===== config.mk =====
export PLATFORM = sky130hd
export DESIGN_NAME = ifetch_queue
export DESIGN_NICKNAME = d
export VERILOG_FILES = /design/src/rtl/ifetch_queue_pkg.sv /design/src/rtl/ifetch_buf.sv /design/src/rtl/ifetch_queue.sv
export SDC_FILE = /design/constraint.sdc
export NUM_CORES = 1
export LEC_CHECK = 0
export CORE_MARGIN = 2
export CORE_UTILIZATION = 41
export CTS_CLUSTER_DIAMETER = 80
export DETAILED_ROUTE_END_ITERATION = 16
export PLACE_DENSITY = 0.68
export RECOVER_POWER = 100
export SLEW_MARGIN = 20
export SYNTH_ARGS = -nofsm -noshare
export SYNTH_HDL_FRONTEND = slang
export SYNTH_SLANG_ARGS = --single-unit

===== constraint.sdc =====
create_clock -name clk -period 13.4 [get_ports clk]
set_input_delay 2.68 -clock clk [delete_from_list [all_inputs] [get_ports clk]]
set_output_delay 2.68 -clock clk [all_outputs]
set_load 0.005 [all_outputs]

===== src/rtl/ifetch_queue_pkg.sv =====
// Shared constants and types for the instruction fetch queue.
package ifetch_queue_pkg;

  // Canonical NOP (addi x0, x0, 0) shown on the decode port when idle.
  localparam logic [31:0] IFQ_NOP      = 32'h0000_0013;
  localparam logic [63:0] IFQ_RESET_PC = 64'h0000_0000_8000_0000;

  // Width of the stale-response drop counter; sized well above any
  // number of requests that can be in flight across back-to-back redirects.
  localparam int unsigned IFQ_DROP_W = 8;

  typedef enum logic {
    IF_RUN  = 1'b0,
    IF_HALT = 1'b1
  } ifq_state_e;

endpackage


===== src/rtl/ifetch_buf.sv =====
// In-order fetch buffer: entries are allocated at request time (pc known,
// data pending), filled in order by imem responses, and popped by decode.
module ifetch_buf #(
  parameter  int unsigned DEPTH = 2,
  localparam int unsigned PTR_W = $clog2(DEPTH),
  localparam int unsigned CNT_W = PTR_W + 1
) (
  input  logic             clk,
  input  logic             rst,
  input  logic             flush,
  input  logic             alloc,
  input  logic [63:0]      alloc_pc,
  input  logic             fill,
  input  logic [31:0]      fill_data,
  input  logic             pop,
  output logic [CNT_W-1:0] count,
  output logic [CNT_W-1:0] unfilled,
  output logic             head_valid,
  output logic [63:0]      head_pc,
  output logic [31:0]      head_data
);

  logic [63:0]      pc_q     [DEPTH];
  logic [31:0]      data_q   [DEPTH];
  logic [DEPTH-1:0] filled_q;
  logic [PTR_W-1:0] head_q;
  logic [PTR_W-1:0] tail_q;
  logic [PTR_W-1:0] fill_q;

  // Head is presentable only once its response has been written back.
  always_comb begin
    head_valid = (count != '0) && filled_q[head_q];
    head_pc    = pc_q[head_q];
    head_data  = data_q[head_q];
  end

  // Allocate at tail, fill at oldest unfilled, pop at head; flush frees all.
  always_ff @(posedge clk or posedge rst) begin
    if (rst) begin
      for (int unsigned i = 0; i < DEPTH; i++) begin
        pc_q[i]   <= '0;
        data_q[i] <= '0;
      end
      filled_q <= '0;
      head_q   <= '0;
      tail_q   <= '0;
      fill_q   <= '0;
      count    <= '0;
      unfilled <= '0;
    end else if (flush) begin
      filled_q <= '0;
      head_q   <= '0;
      tail_q   <= '0;
      fill_q   <= '0;
      count    <= '0;
      unfilled <= '0;
    end else begin
      if (alloc) begin
        pc_q[tail_q]     <= alloc_pc;
        filled_q[tail_q] <= 1'b0;
        tail_q           <= tail_q + 1'b1;
      end
      if (fill) begin
        data_q[fill_q]   <= fill_data;
        filled_q[fill_q] <= 1'b1;
        fill_q           <= fill_q + 1'b1;
      end
      if (pop) begin
        head_q <= head_q + 1'b1;
      end
      count    <= count + CNT_W'(alloc) - CNT_W'(pop);
      unfilled <= unfilled + CNT_W'(alloc) - CNT_W'(fill);
    end
  end

endmodule


===== src/rtl/ifetch_queue.sv =====
// Instruction fetch stage: PC, RUN/HALT control, imem request/response
// handling with stale-response dropping after redirects, and decode handshake.
// Optional macro IFETCH_PERF_EN builds the delivered-instruction counter.
module ifetch_queue
  import ifetch_queue_pkg::*;
#(
  parameter logic [63:0] RESET_PC   = IFQ_RESET_PC,
  parameter int unsigned FIFO_DEPTH = 2
) (
  input  logic        clk,
  input  logic        rst,
  output logic        imem_req_valid_o,
  input  logic        imem_req_ready_i,
  output logic [63:0] imem_req_addr_o,
  input  logic        imem_resp_valid_i,
  input  logic [31:0] imem_resp_data_i,
  input  logic        redirect_i,
  input  logic [63:0] redirect_pc_i,
  input  logic        halt_i,
  output logic        inst_valid_o,
  input  logic        inst_ready_i,
  output logic [31:0] inst_o,
  output logic [63:0] pc_o,
  output logic [63:0] perf_fetched_o
);

  localparam int unsigned CNT_W = $clog2(FIFO_DEPTH) + 1;

  ifq_state_e            state_q;
  logic [63:0]           pc_q;
  logic [IFQ_DROP_W-1:0] drop_q;
  logic [CNT_W-1:0]      count;
  logic [CNT_W-1:0]      unfilled;
  logic [CNT_W-1:0]      count_after_pop;
  logic                  head_valid;
  logic [63:0]           head_pc;
  logic [31:0]           head_data;
  logic                  req_fire;
  logic                  pop;
  logic                  resp_drop;
  logic                  resp_fill;

  // Handshake decode; a slot freed by a same-cycle pop may be reallocated.
  always_comb begin
    inst_valid_o     = head_valid && !redirect_i;
    pop              = inst_valid_o && inst_ready_i;
    count_after_pop  = count - CNT_W'(pop);
    imem_req_valid_o = !rst && (state_q == IF_RUN) && !redirect_i &&
                       (count_after_pop < CNT_W'(FIFO_DEPTH));
    imem_req_addr_o  = pc_q;
    req_fire         = imem_req_valid_o && imem_req_ready_i;
    resp_drop        = imem_resp_valid_i && (drop_q != '0);
    resp_fill        = imem_resp_valid_i && (drop_q == '0) && (unfilled != '0);
    inst_o           = inst_valid_o ? head_data : IFQ_NOP;
    pc_o             = inst_valid_o ? head_pc : '0;
  end

  ifetch_buf #(
    .DEPTH (FIFO_DEPTH)
  ) u_buf (
    .clk        (clk),
    .rst        (rst),
    .flush      (redirect_i),
    .alloc      (req_fire),
    .alloc_pc   (pc_q),
    .fill       (resp_fill),
    .fill_data  (imem_resp_data_i),
    .pop        (pop),
    .count      (count),
    .unfilled   (unfilled),
    .head_valid (head_valid),
    .head_pc    (head_pc),
    .head_data  (head_data)
  );

  // PC, RUN/HALT state and count of responses still owed to flushed entries.
  always_ff @(posedge clk or posedge rst) begin
    if (rst) begin
      state_q <= IF_RUN;
      pc_q    <= RESET_PC;
      drop_q  <= '0;
    end else if (redirect_i) begin
      state_q <= halt_i ? IF_HALT : IF_RUN;
      pc_q    <= {redirect_pc_i[63:2], 2'b00};
      // Entries still waiting on imem become drops; a response landing this
      // cycle (dropped or filling) is already accounted for by subtracting it.
      drop_q  <= drop_q - IFQ_DROP_W'(resp_drop)
               + IFQ_DROP_W'(unfilled) - IFQ_DROP_W'(resp_fill);
    end else begin
      if (halt_i) begin
        state_q <= IF_HALT;
      end
      if (req_fire) begin
        pc_q <= pc_q + 64'd4;
      end
      drop_q <= drop_q - IFQ_DROP_W'(resp_drop);
    end
  end

`ifdef IFETCH_PERF_EN
  logic [63:0] perf_q;

  // Count instructions accepted by decode.
  always_ff @(posedge clk or posedge rst) begin
    if (rst) begin
      perf_q <= '0;
    end else if (pop) begin
      perf_q <= perf_q + 64'd1;
    end
  end

  assign perf_fetched_o = perf_q;
`else
  assign perf_fetched_o = '0;
`endif

endmodule

==> results of run 1 <==
-- routing by layer --
layer	global-route usage (%)	vias to the layer above
li1	-	4890
met1	26.1	5182
met2	33.4	328
met3	5.32	65
met4	5.00	6
met5	0	-
-- critical path, delay by kind of cell --
| kind | cells | cell delay (ps) |
|---|---|---|
| XOR/XNOR | 1 | 80 |
| adder cells (fa/ha/maj) | 1 | 200 |
| buffers and inverters | 4 | 2570 |
| multiplexers | 1 | 500 |
| AND/OR/NAND/NOR | 4 | 3540 |
-- synth_stat cells, drive strengths merged, types with 11 or more instances --
master / n
nor2: 123
a21oi: 11
dfrtp: 267
nand3: 27
o21ai: 53
clkbuf: 52
ha: 16
o211ai: 25
mux2: 170
and2: 13
mux2i: 104
o311ai: 23
and3: 11
nand2: 125
inv: 33
nand4: 24
xnor2: 13
buf: 88
nor3: 11
-- metrics by stage --
| step | total power [mW] | hold WS (ps) | instances | instance area (sq um) |
|---|---|---|---|---|
| 6_report | 2.18 | 475 | 1987 | 17500 |
| 5_1_grt | 2.30 | 502 | 1986 | 17500 |
| 4_1_cts | 2.21 | 482 | 1986 | 17500 |
| 3_5_place_dp | 1.41 | 469 | 1930 | 16600 |
| 3_3_place_gp | 1.40 | 461 | 1930 | 16600 |
| 2_1_floorplan | 1.28 | 449 | 1352 | 14100 |
-- layout make-up --
class / count / share of cell area (%)
Inverter: 34 / 0.738
Clock buffer: 43 / 5.05
Sequential cell: 268 / 38.4
Multi-Input combinational cell: 910 / 36.9
Tap cell: 448 / 3.21
Clock inverter: 13 / 0.437
Timing Repair Buffer: 270 / 15.2
Antenna cell: 1 / 0.0143
-- placed cells by master (no fill, tap or decap), drive strengths merged, types with 13 or more instances in the layout --
master         synthesis  final
clkdlybuf4s50          0     98
and2                  13     13
xnor2                 13     13
dlygate4sd3            0    159
ha                    16     16
nand3                 27     27
mux2                 170    170
inv                   33     33
o311ai                23     23
conb                   1     68
o211ai                25     25
o21ai                 53     53
nand4                 24     24
clkbuf                52     49
mux2i                104    104
nand2                125    125
nor2                 123    123
dfrtp                267    267
-- worst min path at each step --
stage	to	slack, ps	cells after the start
CTS	u_buf.pc_q[73]	480	2
finish	u_buf.pc_q[118]	470	2
floorplan	u_buf.pc_q[116]	450	2
global placement	u_buf.pc_q[93]	460	2
detailed placement	u_buf.pc_q[73]	470	2
global route	u_buf.pc_q[116]	500	2
-- cells by family after synthesis --
group	after synthesis	share of synthesized area (%)
buf+inv	174	6.71
fa+ha+maj	17	1.59
mux	274	21.4
simple gates	372	12.6
other cells	1	0.0271
compound gates	161	8.00
xor+xnor	18	1.14
flops	268	48.5
-- power by group through the flow --
| stage | Sequential (mW) | Combinational [mW] | Clock [mW] |
|---|---|---|---|
| 3_3_place_gp | 0.988 | 0.407 | 0 |
| 2_1_floorplan | 0.971 | 0.308 | 0 |
| 5_1_grt | 0.993 | 0.467 | 0.839 |
| 4_1_cts | 0.979 | 0.422 | 0.808 |
| 3_5_place_dp | 0.992 | 0.420 | 0 |
| 6_report | 0.979 | 0.412 | 0.784 |
-- flip-flops by register name, summed over array words and instances, names as in the netlist --
signal and cells:
u_buf.fill_q 1, u_buf.data_q 64, u_buf.count 2, state_q 1, drop_q 8, u_buf.pc_q 124, imem_req_addr_o 62, u_buf.unfilled 2
u_buf.filled_q 2, u_buf.head_q 1, u_buf.tail_q 1
==> impl_metrics.xml, run 1 <==
<?xml version="1.0" encoding="UTF-8"?>
<metrics>
  <group name="global_route">
    <metric name="initial_antenna_violation_count" unit="">4</metric>
    <metric name="grt_remaining_overflow" unit="">0</metric>
    <metric name="largest_net_degree_at_the_start_of_global_routing" unit="">140</metric>
    <metric name="first_global_vias" unit="">10639</metric>
    <metric name="groute.usage.overall" unit="%">20.1</metric>
    <metric name="first_pass_grt_wire_length" unit="mm">57.6</metric>
  </group>
  <group name="power">
    <metric name="power_switching" unit="mW">0.599</metric>
    <metric name="vdd_drop_max" unit="mV">0.0992</metric>
    <metric name="comb_power_share" unit="%">18.9</metric>
    <metric name="p_int" unit="mW">1.58</metric>
    <metric name="pwr-share-seq" unit="%">45.0</metric>
    <metric name="clkPwrFrac" unit="%">36.1</metric>
    <metric name="switching_share" unit="%">27.6</metric>
    <metric name="total_leakage_power" unit="nW">7.90</metric>
    <metric name="power_density_over_cell_area" unit="nW/um^2">125</metric>
  </group>
  <group name="die">
    <metric name="floorplan.initialDensity" unit="%">41.4</metric>
    <metric name="floorplan.rows" unit="">67</metric>
    <metric name="design.core.area" unit="sq um">33400</metric>
    <metric name="dieArea" unit="sq um">35200</metric>
    <metric name="design.portCount" unit="">329</metric>
    <metric name="die_w" unit="um">188</metric>
    <metric name="chipHeight" unit="um">188</metric>
  </group>
  <group name="timing">
    <metric name="timing.final.setup_violations" unit="">0</metric>
    <metric name="fin_crit" unit="ps">9250</metric>
    <metric name="worst_pin_slew" unit="ps">6140</metric>
    <metric name="slew-limit-headroom" unit="%">-311</metric>
    <metric name="rsz0062_at_grt" unit="">no</metric>
    <metric name="clock.fmax" unit="GHz">0.108</metric>
    <metric name="final-max-slew-violation-count" unit="">445</metric>
    <metric name="worst_clock_skew" unit="ps">16.7</metric>
    <metric name="hold_violation_total_from_the_final_report" unit="">0</metric>
    <metric name="fin_crit_sh" unit="%">69.0</metric>
    <metric name="fin_tns_setup" unit="ps">0</metric>
    <metric name="worst_slack" unit="ps">4150</metric>
  </group>
  <group name="layout">
    <metric name="layout.nets" unit="">1635</metric>
    <metric name="fill_cells" unit="">3000</metric>
    <metric name="area.sequential" unit="sq um">6710</metric>
    <metric name="synthToLayoutAreaGrowth" unit="%">26.3</metric>
    <metric name="utilization" unit="%">52.3</metric>
    <metric name="final_layout_size_suffix_gt1_share" unit="%">15.5</metric>
    <metric name="multiInputGateArea" unit="sq um">6450</metric>
  </group>
  <group name="worst_setup_path">
    <metric name="r2r_cells" unit="">11</metric>
    <metric name="timing.critical_path.mode_cell" unit="">clkbuf_1</metric>
    <metric name="critPathArrivalTime" unit="ps">9670</metric>
    <metric name="startpoint" unit="">redirect_i</metric>
    <metric name="timing.rr.start" unit="">u_buf.head_q</metric>
    <metric name="cp-end-kind" unit="">flip-flop</metric>
    <metric name="critical-path-slowest-cell" unit="">nand2b_1</metric>
    <metric name="cp_max_stage_delay" unit="ps">2690</metric>
    <metric name="critical_path.endpoint" unit="">u_buf.pc_q[83]</metric>
    <metric name="reg2reg_slack" unit="ps">5490</metric>
    <metric name="worstSetupPathType" unit="">in -&gt; reg</metric>
    <metric name="cp_max_fo" unit="">74</metric>
    <metric name="startpoint_type" unit="">primary input</metric>
    <metric name="r2r-end" unit="">u_buf.pc_q[83]</metric>
    <metric name="worst-endpoint-required" unit="ps">13820</metric>
    <metric name="timing.critical_path.cells" unit="">clkbuf_1 -&gt; or3_1 -&gt; inv_1 -&gt; and2_0 -&gt; ha_1 -&gt; xnor2_1 -&gt; nand3_2 -&gt; clkbuf_1 -&gt; clkinv_1 -&gt; nand2b_1 -&gt; mux2_2</metric>
  </group>
  <group name="clock_network">
    <metric name="worst_setup_hold_path_clk_slew" unit="ps">60</metric>
    <metric name="cts-resized-gates" unit="">0</metric>
    <metric name="clock_tree.root_cell" unit="">clkbuf_16</metric>
    <metric name="clk-insertion-delay-late" unit="ps">550</metric>
    <metric name="post_cts_buffers" unit="">0</metric>
    <metric name="number_of_buffers_inserted_during_clock_tree_synthesis" unit="">31</metric>
    <metric name="tritoncts_num_sinks" unit="">268</metric>
    <metric name="ctsLongestPathBuffers" unit="">3</metric>
    <metric name="cts.htree.levels" unit="">1</metric>
    <metric name="tritoncts" unit="">yes</metric>
    <metric name="ctsHoldBuffers" unit="">0</metric>
  </group>
  <group name="place">
    <metric name="portBuffers" unit="">258</metric>
    <metric name="pre_cts_slack" unit="ps">6020</metric>
    <metric name="detail_placement_hpwl" unit="mm">23.3</metric>
    <metric name="place_congestion" unit="">0.778</metric>
  </group>
  <group name="status">
    <metric name="violations" unit="">capacitance limit, slew limit</metric>
    <metric name="outcome" unit="">complete, but fails checks</metric>
  </group>
  <group name="route">
    <metric name="met2_wirelength" unit="mm">16.8</metric>
    <metric name="drt-vias-per-instance" unit="">5.27</metric>
    <metric name="routed-via-count" unit="">10471</metric>
    <metric name="routedLengthMet1" unit="mm">15.6</metric>
    <metric name="drc" unit="">0</metric>
    <metric name="met3WireLength" unit="mm">2.63</metric>
    <metric name="drt_pass1_iterations" unit="">4</metric>
    <metric name="initial_drc_count" unit="">630</metric>
    <metric name="routed.top_layer" unit="">met5</metric>
    <metric name="wl_per_cell" unit="um">18.1</metric>
    <metric name="route.antenna.remaining_nets" unit="">0</metric>
    <metric name="routed_wl" unit="mm">35.9</metric>
  </group>
  <group name="synthesis">
    <metric name="post_synth_edffs" unit="">0</metric>
    <metric name="async_flop_share" unit="%">100</metric>
    <metric name="synth_seq_area_share" unit="%">48.5</metric>
    <metric name="ys_seq_elements" unit="">268</metric>
    <metric name="syn-cell-area" unit="sq um">13800</metric>
    <metric name="synth.top_cells.by_area" unit="">dfrtp_1, mux2_2, mux2i_1, buf_4, nand2_1</metric>
    <metric name="yosysTopAreaCellShare" unit="%">48.3</metric>
    <metric name="netlist_instances" unit="">1285</metric>
    <metric name="synth_flop_cell" unit="">dfrtp_1</metric>
    <metric name="netlist.top_cell.by_area" unit="">dfrtp_1</metric>
    <metric name="yosysWarningCount" unit="">0</metric>
    <metric name="syn_area_per_cell" unit="sq um">10.8</metric>
    <metric name="synth.distinct_cells" unit="">61</metric>
  </group>
  <group name="job">
    <metric name="max_cap_violations" unit="">8</metric>
  </group>
  <group name="hold_path">
    <metric name="hold_path_class" unit="">reg -&gt; reg</metric>
    <metric name="hold_path.startpoint" unit="">u_buf.pc_q[118]</metric>
  </group>
</metrics>
No activity file was read; power rests on OpenSTA's default activity.
==> run 2: changes to the inputs <==
==> constraint.sdc (replaced) <==
create_clock -name clk -period 9.6 [get_ports clk]
set_input_delay 1.92 -clock clk [delete_from_list [all_inputs] [get_ports clk]]
set_output_delay 1.92 -clock clk [all_outputs]
set_load 0.005 [all_outputs]
==> impl_metrics.xml, run 2 (synthesis results as in run 1) <==
<?xml version="1.0" encoding="UTF-8"?>
<metrics>
  <group name="layout">
    <metric name="flip_flop_count_of_the_largest_register_after_layout" unit="">124</metric>
    <metric name="multiInputGateArea" unit="sq um">6470</metric>
    <metric name="most-common-layout-cells" unit="">dfrtp_1, mux2_2, dlygate4sd3_1</metric>
    <metric name="layout.nets" unit="">1634</metric>
    <metric name="most_common_library_cell_in_the_layout_ignoring_fill_and_taps" unit="">dfrtp_1</metric>
    <metric name="fill_cells" unit="">2990</metric>
    <metric name="final_layout_size_suffix_gt1_share" unit="%">15.9</metric>
    <metric name="area.sequential" unit="sq um">6710</metric>
    <metric name="synthToLayoutAreaGrowth" unit="%">27.3</metric>
    <metric name="regMostFlops" unit="">u_buf.pc_q</metric>
  </group>
  <group name="die">
    <metric name="design.portCount" unit="">329</metric>
    <metric name="dieArea" unit="sq um">35200</metric>
    <metric name="die_w" unit="um">188</metric>
    <metric name="design.core.area" unit="sq um">33400</metric>
    <metric name="floorplan.rows" unit="">67</metric>
    <metric name="floorplan.initialDensity" unit="%">41.4</metric>
    <metric name="chipHeight" unit="um">188</metric>
  </group>
  <group name="clock_network">
    <metric name="cts-resized-gates" unit="">0</metric>
    <metric name="clk-insertion-delay-late" unit="ps">540</metric>
    <metric name="ctsHoldBuffers" unit="">0</metric>
    <metric name="post_cts_buffers" unit="">0</metric>
    <metric name="cts.htree.levels" unit="">1</metric>
    <metric name="tritoncts_num_sinks" unit="">268</metric>
    <metric name="number_of_buffers_inserted_during_clock_tree_synthesis" unit="">30</metric>
    <metric name="worst_setup_hold_path_clk_slew" unit="ps">60</metric>
    <metric name="tritoncts" unit="">yes</metric>
    <metric name="clock_tree.root_cell" unit="">clkbuf_16</metric>
    <metric name="ctsLongestPathBuffers" unit="">3</metric>
  </group>
  <group name="power">
    <metric name="switching_share" unit="%">26.8</metric>
    <metric name="pwr-share-seq" unit="%">43.1</metric>
    <metric name="total_leakage_power" unit="nW">7.94</metric>
    <metric name="vdd_drop_max" unit="mV">0.123</metric>
    <metric name="clkPwrFrac" unit="%">38.6</metric>
    <metric name="comb_power_share" unit="%">18.3</metric>
    <metric name="design_power_total" unit="mW">3.17</metric>
    <metric name="power_switching" unit="mW">0.850</metric>
    <metric name="power_density_over_cell_area" unit="nW/um^2">180</metric>
    <metric name="p_int" unit="mW">2.32</metric>
  </group>
  <group name="timing">
    <metric name="worst_clock_skew" unit="ps">8.12</metric>
    <metric name="fin_crit_sh" unit="%">74.5</metric>
    <metric name="worst_pin_slew" unit="ps">3770</metric>
    <metric name="fin_tns_setup" unit="ps">0</metric>
    <metric name="fin_crit" unit="ps">7150</metric>
    <metric name="slew-limit-headroom" unit="%">-151</metric>
    <metric name="final-max-slew-violation-count" unit="">237</metric>
    <metric name="rsz0062_at_grt" unit="">no</metric>
    <metric name="hold_violation_total_from_the_final_report" unit="">0</metric>
    <metric name="timing.final.setup_violations" unit="">0</metric>
    <metric name="clock.fmax" unit="GHz">0.140</metric>
  </group>
  <group name="global_route">
    <metric name="grt_remaining_overflow" unit="">0</metric>
    <metric name="largest_net_degree_at_the_start_of_global_routing" unit="">141</metric>
    <metric name="first_global_vias" unit="">10859</metric>
    <metric name="initial_antenna_violation_count" unit="">4</metric>
    <metric name="first_pass_grt_wire_length" unit="mm">57.9</metric>
    <metric name="groute.usage.overall" unit="%">20.2</metric>
  </group>
  <group name="job">
    <metric name="max_cap_violations" unit="">5</metric>
  </group>
  <group name="place">
    <metric name="place_congestion" unit="">0.787</metric>
    <metric name="portBuffers" unit="">258</metric>
    <metric name="detail_placement_hpwl" unit="mm">23.4</metric>
  </group>
  <group name="hold_path">
    <metric name="hold_path_class" unit="">reg -&gt; reg</metric>
  </group>
  <group name="worst_setup_path">
    <metric name="critPathArrivalTime" unit="ps">7570</metric>
    <metric name="worst-endpoint-required" unit="ps">10020</metric>
    <metric name="cp_max_fo" unit="">74</metric>
    <metric name="worstSetupPathType" unit="">in -&gt; reg</metric>
    <metric name="cp-end-kind" unit="">flip-flop</metric>
    <metric name="startpoint_type" unit="">primary input</metric>
  </group>
  <group name="route">
    <metric name="drt-vias-per-instance" unit="">5.29</metric>
    <metric name="routed_wl" unit="mm">35.7</metric>
    <metric name="routed-via-count" unit="">10520</metric>
    <metric name="drt_pass1_iterations" unit="">5</metric>
    <metric name="wl_per_cell" unit="um">18.0</metric>
    <metric name="route.antenna.remaining_nets" unit="">0</metric>
    <metric name="drc" unit="">0</metric>
    <metric name="initial_drc_count" unit="">573</metric>
  </group>
  <group name="status">
    <metric name="outcome" unit="">complete, but fails checks</metric>
    <metric name="violations" unit="">capacitance limit, slew limit</metric>
  </group>
</metrics>
## run 2: through the flow
step | cell area (sq um) | util, % | setup slack, ps | hold slack [ps] | cells
2_1_floorplan | 14100 | - | 300 | 449 | 1352
3_3_place_gp | 16600 | 49.6 | 3810 | 460 | 1930
3_5_place_dp | 16600 | 49.6 | 3800 | 470 | 1930
4_1_cts | 17600 | 52.8 | 3780 | 483 | 1986
5_1_grt | 17600 | 52.7 | 2000 | 511 | 1986
6_report | 17600 | 52.8 | 2450 | 478 | 1987
## run 2: path summary, 6_finish.rpt
check                      depth (start not counted)  slack, ps          endpoint      startpoint
max                                               11       2450   u_buf.pc_q[114]      redirect_i
min                                                2        480    u_buf.pc_q[85]  u_buf.pc_q[85]
max reg2reg                                       11       2830   u_buf.pc_q[114]    u_buf.head_q
min reg2reg                                        2        480    u_buf.pc_q[85]  u_buf.pc_q[85]
max in group asynchronous                          3       4340    u_buf.pc_q[40]             rst
min in group asynchronous                          2       2160  u_buf.data_q[43]             rst
## run 2: layout make-up
| cell class | instances | share of cell area, % |
|---|---|---|
| clock inverters | 19 | 1.48 |
| diodes | 1 | 0.0142 |
| inverters | 34 | 0.768 |
| multi-input cells | 910 | 36.8 |
| repair buffers | 270 | 15.1 |
| flip-flops and latches | 268 | 38.1 |
| clock buffers | 37 | 4.59 |
| well taps | 448 | 3.18 |
## run 2: critical path: stages
cell      delay, ps
clkbuf_1        200
or3_1           450
inv_1           180
and2_0          270
ha_1            200
xnor2_1          90
nand3_2          80
clkbuf_1       1510
clkinv_1       1040
nand2b_4       1120
mux2_2          420
## run 2: power by group through the flow
stage | sequential, mW | clock (mW) | combinational, mW
floorplan | 1.36 | 0 | 0.430
global placement | 1.38 | 0 | 0.572
detailed placement | 1.39 | 0 | 0.593
CTS | 1.37 | 1.26 | 0.597
global route | 1.39 | 1.30 | 0.652
finish | 1.37 | 1.22 | 0.582
## run 2: routing by layer
metal	wire length [um]	track usage (%)	up-vias
li1	-	-	4893
met1	15800	26.6	5246
met2	16600	33.4	315
met3	2440	5.00	60
met4	810	5.18	6
met5	41	0	-
